$ cat src/rtl/amf_window_ctrl_pkg.sv
// ----------------------------------------------------------------------------
// amf_window_ctrl_pkg
// Shared constants for the adaptive median filter window controller.
//   - FSM state encodings used by amf_window_ctrl
//   - Window level indices (level 0 is the 3x3 window, each step adds a ring)
// ----------------------------------------------------------------------------
package amf_window_ctrl_pkg;

    // Controller states, kept as plain 2-bit constants so the encoding is
    // fixed and visible to anything that inspects the state register.
    localparam logic [1:0] ST_IDLE = 2'd0;
    localparam logic [1:0] ST_REQ  = 2'd1;
    localparam logic [1:0] ST_EVAL = 2'd2;
    localparam logic [1:0] ST_OUT  = 2'd3;

    // Window level indices handed to the median engine.
    localparam int unsigned LVL_3X3 = 0;
    localparam int unsigned LVL_5X5 = 1;
    localparam int unsigned LVL_7X7 = 2;

endpackage

$ cat src/rtl/amf_window_ctrl_noise_cmp.sv
// ----------------------------------------------------------------------------
// amf_noise_cmp
// Classifies a pixel as salt/pepper noise against two fixed thresholds.
// A value at or below T1 is pepper, at or above T2 is salt; both are noise.
// Ports:
//   v        in   DATA_WIDTH  pixel value under test
//   is_noise out  1           high when v is considered impulse noise
// ----------------------------------------------------------------------------
module amf_noise_cmp
    import amf_window_ctrl_pkg::*;
#(
    parameter int unsigned DATA_WIDTH = 8,
    parameter int unsigned T1         = 0,
    parameter int unsigned T2         = 255
) (
    input  logic [DATA_WIDTH-1:0] v,
    output logic                  is_noise
);

    localparam logic [DATA_WIDTH-1:0] PepperMax = DATA_WIDTH'(T1);
    localparam logic [DATA_WIDTH-1:0] SaltMin   = DATA_WIDTH'(T2);

    // Unsigned compare: both thresholds are inclusive.
    assign is_noise = (v <= PepperMax) || (v >= SaltMin);

endmodule

$ cat src/rtl/amf_window_ctrl.sv
// ----------------------------------------------------------------------------
// amf_window_ctrl
// Per-pixel sequencer of the adaptive median filter. A window-centre pixel is
// tested for impulse noise; clean pixels pass straight to the output, noisy
// ones trigger median requests at growing window levels until the returned
// median is clean or the largest window has been used.
// Ports:
//   clk, rst              clock and synchronous active-high reset
//   in_valid/in_ready     centre pixel handshake, in_pixel carries the pixel
//   med_req/med_level     median request and requested window level
//   med_ack/med_value     median engine response
//   out_valid/out_ready   filtered pixel handshake
//   out_pixel             filtered pixel
//   out_level             last window level used (0 when bypassed)
//   out_replaced          1 when out_pixel is a median
//   noise_cnt             saturating count of noisy centre pixels
// ----------------------------------------------------------------------------
module amf_window_ctrl
    import amf_window_ctrl_pkg::*;
#(
    parameter int unsigned DATA_WIDTH  = 8,
    parameter int unsigned T1          = 0,
    parameter int unsigned T2          = 255,
    parameter int unsigned MAX_LEVEL   = 2,
    parameter int unsigned LEVEL_WIDTH = 2,
    parameter int unsigned CNT_WIDTH   = 16
) (
    input  logic                   clk,
    input  logic                   rst,
    input  logic                   in_valid,
    output logic                   in_ready,
    input  logic [DATA_WIDTH-1:0]  in_pixel,
    output logic                   med_req,
    output logic [LEVEL_WIDTH-1:0] med_level,
    input  logic                   med_ack,
    input  logic [DATA_WIDTH-1:0]  med_value,
    output logic                   out_valid,
    input  logic                   out_ready,
    output logic [DATA_WIDTH-1:0]  out_pixel,
    output logic [LEVEL_WIDTH-1:0] out_level,
    output logic                   out_replaced,
    output logic [CNT_WIDTH-1:0]   noise_cnt
);

    localparam logic [LEVEL_WIDTH-1:0] LevelMax   = LEVEL_WIDTH'(MAX_LEVEL);
    localparam logic [LEVEL_WIDTH-1:0] LevelFirst = LEVEL_WIDTH'(LVL_3X3);

    logic [1:0]             state_q,        state_d;
    logic [LEVEL_WIDTH-1:0] level_q,        level_d;
    logic [DATA_WIDTH-1:0]  med_q,          med_d;
    logic [DATA_WIDTH-1:0]  out_pixel_q,    out_pixel_d;
    logic [LEVEL_WIDTH-1:0] out_level_q,    out_level_d;
    logic                   out_replaced_q, out_replaced_d;
    logic [CNT_WIDTH-1:0]   noise_cnt_q,    noise_cnt_d;

    logic in_noise;
    logic med_noise;

    // One comparator judges the incoming centre pixel, the other judges the
    // median latched from the engine while the FSM sits in EVAL.
    amf_noise_cmp #(
        .DATA_WIDTH(DATA_WIDTH),
        .T1        (T1),
        .T2        (T2)
    ) u_in_cmp (
        .v        (in_pixel),
        .is_noise (in_noise)
    );

    amf_noise_cmp #(
        .DATA_WIDTH(DATA_WIDTH),
        .T1        (T1),
        .T2        (T2)
    ) u_med_cmp (
        .v        (med_q),
        .is_noise (med_noise)
    );

    // Next-state logic. Output fields only change when a result is produced,
    // so they stay stable for the whole time the FSM waits in OUT.
    always_comb begin
        state_d        = state_q;
        level_d        = level_q;
        med_d          = med_q;
        out_pixel_d    = out_pixel_q;
        out_level_d    = out_level_q;
        out_replaced_d = out_replaced_q;
        noise_cnt_d    = noise_cnt_q;

        case (state_q)
            ST_IDLE: begin
                if (in_valid) begin
                    if (in_noise) begin
                        noise_cnt_d = (noise_cnt_q == '1) ? noise_cnt_q
                                                          : noise_cnt_q + CNT_WIDTH'(1);
                        level_d     = LevelFirst;
                        state_d     = ST_REQ;
                    end else begin
                        out_pixel_d    = in_pixel;
                        out_replaced_d = 1'b0;
                        out_level_d    = '0;
                        state_d        = ST_OUT;
                    end
                end
            end
            ST_REQ: begin
                // Acks are only honoured here; strays in other states are dropped.
                if (med_ack) begin
                    med_d   = med_value;
                    state_d = ST_EVAL;
                end
            end
            ST_EVAL: begin
                // A noisy median at the largest window is accepted anyway.
                if (!med_noise || (level_q == LevelMax)) begin
                    out_pixel_d    = med_q;
                    out_replaced_d = 1'b1;
                    out_level_d    = level_q;
                    state_d        = ST_OUT;
                end else begin
                    level_d = level_q + LEVEL_WIDTH'(1);
                    state_d = ST_REQ;
                end
            end
            ST_OUT: begin
                if (out_ready) begin
                    state_d = ST_IDLE;
                end
            end
            default: begin
                state_d = ST_IDLE;
            end
        endcase
    end

    // State registers with synchronous reset; a reset mid-request simply
    // returns to IDLE, so a late ack lands in IDLE and is ignored.
    always_ff @(posedge clk) begin
        if (rst) begin
            state_q        <= ST_IDLE;
            level_q        <= '0;
            med_q          <= '0;
            out_pixel_q    <= '0;
            out_level_q    <= '0;
            out_replaced_q <= 1'b0;
            noise_cnt_q    <= '0;
        end else begin
            state_q        <= state_d;
            level_q        <= level_d;
            med_q          <= med_d;
            out_pixel_q    <= out_pixel_d;
            out_level_q    <= out_level_d;
            out_replaced_q <= out_replaced_d;
            noise_cnt_q    <= noise_cnt_d;
        end
    end

    // Handshake outputs decode directly from the state, which keeps
    // in_ready and out_valid mutually exclusive by construction.
    assign in_ready     = (state_q == ST_IDLE);
    assign med_req      = (state_q == ST_REQ);
    assign med_level    = level_q;
    assign out_valid    = (state_q == ST_OUT);
    assign out_pixel    = out_pixel_q;
    assign out_level    = out_level_q;
    assign out_replaced = out_replaced_q;
    assign noise_cnt    = noise_cnt_q;

endmodule

$ cat config.mk
export PLATFORM = sky130hd
export DESIGN_NAME = amf_window_ctrl
export DESIGN_NICKNAME = d
export VERILOG_FILES = /design/src/rtl/amf_window_ctrl_pkg.sv /design/src/rtl/amf_window_ctrl_noise_cmp.sv /design/src/rtl/amf_window_ctrl.sv
export SDC_FILE = /design/constraint.sdc
export NUM_CORES = 1
export LEC_CHECK = 0
export CAP_MARGIN = 20
export CORE_MARGIN = 2
export CORE_UTILIZATION = 60
export CTS_BUF_LIST = sky130_fd_sc_hd__clkbuf_4
export CTS_CLUSTER_DIAMETER = 200
export DETAILED_ROUTE_END_ITERATION = 12
export DONT_BUFFER_PORTS = 1
export MAX_ROUTING_LAYER = met4
export PLACE_DENSITY = 0.85
export SETUP_SLACK_MARGIN = 0.3
export SYNTH_ARGS = -nofsm -noshare
export SYNTH_HDL_FRONTEND = slang
export SYNTH_SLANG_ARGS = --single-unit
$ cat constraint.sdc
create_clock -name clk -period 2.2 [get_ports clk]
set_input_delay 0 -clock clk [delete_from_list [all_inputs] [get_ports clk]]
set_output_delay 0 -clock clk [all_outputs]
set_load 0.005 [all_outputs]
Yosys cells after proc, flatten, opt, wreduce, memory -nomap -nowiden
Cells that the tools add are included.
- equality and inequality tests: 12
- reductions and logical operators: 11
- add/subtract/negate cells: 2
- multiplexer cells: 22
- bitwise logic cells: 1
- order comparisons: 4
- operator list (cell ; number):
    8-bit 2-to-1 mux ; 3
    2-bit 2-to-1 mux ; 11
    16-bit by 1-bit adder with 16-bit output, second input constant ; 1
    16-bit equality test, second input constant ; 1
    8-bit greater-or-equal comparator, second input constant ; 2
    8-bit by 1-bit <= comparator with 1-bit output, second input constant ; 2
    8-bit one-hot mux with 2 select lines ; 1
    4-bit AND reduction ; 3
    2-bit inequality test, second input constant ; 4
    2-bit one-hot mux with 2 select lines ; 2
    2-bit one-hot mux with 4 select lines ; 1
    2-bit equality test, second input constant ; 3
    2-bit by 1-bit inequality test with 1-bit output, second input constant ; 3
    1-bit logical OR ; 3
    1-bit 2-to-1 mux ; 3
    3-bit AND reduction ; 1
    2-bit by 1-bit adder with 2-bit output, second input constant ; 1
    2-bit by 1-bit equality test with 1-bit output, second input constant ; 1
    2-bit logical NOT ; 1
    1-bit one-hot mux with 2 select lines ; 1
    2-bit AND reduction ; 1
    2-bit nonzero test ; 1
    1-bit logical NOT ; 1
    1-bit inverter ; 1
- register bits after elaboration: 39
- word-level logic and storage cells: 59

Longest topological paths before layout
- depth in word-level cells: 6
- mapped depth: 7

Modules after synthesis
From an unflattened synthesis, not the netlist that was laid out.
- cells, all modules: 231
- area, all modules: 1969.4 sq um
- by module, submodules not included (module ; area each (sq um) ; instances ; sequential area each (sq um) ; cells each):
    amf_window_ctrl ; 1894.3 ; 1 ; 780.7 ; 219
    amf_noise_cmp ; 37.5 ; 2 ; 0.0 ; 6

Worst setup path after synthesis
Ideal clock, no wire load.
- kind: reg-to-reg
- start point: register med_q[6]
- end point: register out_pixel_q[2], in the netlist out_pixel[2]
- setup slack: 612 ps
- stages on the path, launching flop included: 7
- arrival time: 1469 ps
- cell sequence: dfxtp_1 nand4_1 or2_2 a21oi_1 buf_2 o21ai_1 o221a_2
- cells in the longest elaborated chain, start to end: 6
- elaborated cells between the ends (all ways): 7
- RTL lines (element ; line ; source):
    start, declared ; amf_window_ctrl.sv:50 ; logic [DATA_WIDTH-1:0] med_q, med_d;
    start signal, assigned ; amf_window_ctrl.sv:150 ; med_q <= med_d;
    8-bit by 1-bit <= comparator with 1-bit output or 8-bit greater-or-equal comparator (tied branches) ; amf_window_ctrl_noise_cmp.sv:24 ; assign is_noise = (v <= PepperMax) || (v >= SaltMin);
    1-bit logical OR (*) ; amf_window_ctrl_noise_cmp.sv:24 ;
    1-bit logical NOT (*) ; amf_window_ctrl.sv:115 ; if (!med_noise || (level_q == LevelMax)) begin
    1-bit logical OR (*) ; amf_window_ctrl.sv:115 ;
    2-bit inequality test (no line) (*) ; n/a ;
    4-bit AND reduction (no line) (*) ; n/a ;
    end signal, assigned ; amf_window_ctrl.sv:151 ; out_pixel_q <= out_pixel_d;
    end, declared ; amf_window_ctrl.sv:51 ; logic [DATA_WIDTH-1:0] out_pixel_q, out_pixel_d;
Mark *: on every way between the ends. The rest lies on a longest branch, timed or not.
A chain may end at the register's enable or synchronous reset.

Final worst setup path
- start point: register state_q[1]
- end point: register noise_cnt_q[4], in the netlist noise_cnt[4]
- cells in the longest elaborated chain, start to end: 2
- RTL lines (element ; line ; source):
    start, declared ; amf_window_ctrl.sv:48 ; logic [1:0] state_q, state_d;
    start signal, assigned ; amf_window_ctrl.sv:148 ; state_q <= state_d;
    2-bit logical NOT ; amf_window_ctrl.sv:90 ; case (state_q)
    4-bit AND reduction (no line) ; n/a ;
    end signal, assigned ; amf_window_ctrl.sv:154 ; noise_cnt_q <= noise_cnt_d;
    end, declared ; amf_window_ctrl.sv:54 ; logic [CNT_WIDTH-1:0] noise_cnt_q, noise_cnt_d;
No other way between the ends.

==> results.tsv <==
metric	value	unit
status	complete, but fails checks	
failing checks	negative hold slack	
I/O pin total	53	
syn_nets	261	
Worst IR Drop VDD	0.433	mV
global route overflow	0	
clock buffer depth	2	
startpoint types	flip-flop	
final worst-path cycle share	0.814	
DR pass1 iterations	4	
Max Cap Violations	0	
Seq/Total Area, Yosys	0.395	
share of layout cells above drive strength 1	0.128	
power consumption	1.42	mW
Pins Over Slew Limit	0	
initial antenna violation count	0	
delay-heaviest family, CP	simple AND/OR/NAND/NOR gates	
critical path endpoint category	flip-flop	
Worst-Skew Late Latency	0.36	ns
DR iter-0 viols	159	
Max-slew headroom	0.783	
worst-path cell chain	nor2b_1 > nand2b_1 > a21o_2 > or4_1 > a21oi_1	
worst-margin pin slew	0.326	ns
CTS clk-pin slew, worst paths	0.13	ns
CTS tree	yes	
number of synthesized register bits	39	
Avg Cell Area, Syn	8.30	µm²
Post-synth EDFFs	0	
leakage	0.791	nW
Routability Congestion	0.828	
Crit Path Max Fanout	18	
chip height	61.4	µm
final wirelength	4930	µm
die width	61.4	µm
Crit-path slowest cell	or4_1	
Buf/Inv on CP	0	
antenna-violating nets left	0	
CTS Sinks	39	
PortBufs	0	
Synth Cell Area	1980	µm²
core box area	3100	µm²
Post-CTS Setup Inserts	0	
Area Growth Syn to Fin	20.1	%
Final nets	287	
wire length per cell	16.0	µm
Arr. time, crit path	2.08	ns
critical path class	reg -> reg	
antenna cells	0	
Pwr Density	597	nW/µm²
asr flop ratio synth	0	
RSZ-0062 raised after global routing	false	
final hold violation count	1	
Vias	1871	
most frequent cells in the layout	38 x dfxtp_1, 28 x dlygate4sd3_1, 21 x a21oi_1, 19 x nand2_1, 16 x nor2_1	
worst endpoint required time	2.49	ns
htree depth	2	
number of global-route vias before repair	1731	
largest net degree at the start of global routing	49	
most common flop cell mapped by yosys	dfxtp_1	
most common cell after layout, fill and taps aside	dfxtp_1	
Yosys cell types	42	
worst stage delay on the critical path	0.52	ns
r2r setup slk	0.41	ns
Yosys warning count	0	
CTS Root Cell	clkbuf_4	
worst hold slack	-0.00476	ns
DPL Wire Length	3060	µm
Synth Instances	238	
TritonCTS Buffers	5	
setup TNS	0	ns
FMAX	559	MHz
DRC viols	0	
Final min period	1.79	ns
Tot GR Track Use	0.283	
FP Rows	20	
Final setup viols	0	
Final Skew	0.0191	ns
global-route wire length before repair	7600	µm
Hold Path Class	in -> reg	
Starting Density	0.637	
routed vias/inst	6.06	
Die Area	3770	µm²
==> power by group <==
part           leakage [nW]  switching [mW]  internal, mW  total (mW)
clock network        0.0317           0.251         0.136       0.386
registers             0.318          0.0335         0.747       0.780
logic                 0.441           0.130         0.122       0.251
total                 0.791           0.414          1.00        1.42
==> worst paths after layout <==
path / from / cells after the start / end
setup / recovery: state_q[1] / 5 / noise_cnt[4]
hold / removal: med_ack / 3 / med_q[0]
setup reg to reg: state_q[1] / 5 / noise_cnt[4]
hold reg to reg: out_replaced / 2 / out_replaced
==> per-stage QoR <==
stage / util / cells / setup WS, ns / area [µm²]
after floorplan: - / 238 / 0.612 / 1980
after global placement: 0.648 / 272 / 0.470 / 2010
after detailed placement: 0.648 / 272 / 0.368 / 2010
after CTS: 0.763 / 309 / 0.354 / 2370
after global routing: 0.765 / 309 / 0.315 / 2370
final: 0.765 / 309 / 0.410 / 2370
==> routing by layer <==
| layer | part of all wire | GRT usage | wire length [µm] | up-vias |
|---|---|---|---|---|
| li1 | - | - | - | 949 |
| met1 | 0.42 | 0.309 | 2090 | 863 |
| met2 | 0.51 | 0.486 | 2500 | 52 |
| met3 | 0.061 | 0.0840 | 299 | 7 |
| met4 | 0.0085 | 0.106 | 42 | 0 |
| met5 | 0 | - | 0 | - |
==> registers in the layout, indices dropped and copies added (netlist names) <==
name          cells
out_replaced      1
med_level         2
state_q           2
noise_cnt        16
out_level         2
out_pixel         8
med_q             8
==> Yosys cell counts, types with 3 or more instances <==
master | count | area [µm²]
o31ai_1 | 4 | 30.0
nand4_1 | 9 | 56.3
o21ai_0 | 7 | 35.0
nand3b_1 | 4 | 30.0
nor2_1 | 16 | 60.1
nand3_1 | 14 | 70.1
and4_1 | 3 | 26.3
dfxtp_1 | 39 | 781
o221a_2 | 8 | 90.1
clkbuf_1 | 13 | 48.8
or4_1 | 5 | 37.5
or3_1 | 6 | 37.5
or2_2 | 3 | 18.8
nor3_1 | 9 | 45.0
and2_1 | 5 | 31.3
a21oi_1 | 21 | 105
nand2_1 | 19 | 71.3
inv_1 | 4 | 15.0
nor4_1 | 3 | 18.8
nor2b_1 | 7 | 43.8
nand2b_1 | 5 | 31.3
==> cell families after synthesis <==
| logic type | synth area share |
|---|---|
| AND/OR/NAND/NOR | 0.327 |
| multiplexers | 0.0215 |
| flip-flops | 0.395 |
| buffers and inverters | 0.0374 |
| AO/OA/AOI/OAI | 0.206 |
| adder cells (fa/ha/maj) | 0.0127 |
==> worst reg2reg max path: stages, from the launching register on <==
cell	delay, ns
dfxtp_1	0.32
nor2b_1	0.25
nand2b_1	0.18
a21o_2	0.33
or4_1	0.52
a21oi_1	0.14
==> layout make-up <==
cell class / count / area, µm²
multi-input cells: 180 / 1130
flip-flops and latches: 39 / 782
fillers: 227 / 729
repair buffers: 34 / 338
well taps: 44 / 55.1
clock buffers: 6 / 45.0
inverters: 4 / 15.0
clock inverters: 2 / 12.5
==> what timing repair did <==
| action | CTS | global route |
|---|---|---|
| endpoints found under the setup margin | 0 | 12 |
| hold endpoints to repair | 39 | 0 |
| hold buffers | 29 | 0 |
| gates resized for setup | 0 | 3 |
Note: power is estimated with default switching activity, not from simulation.
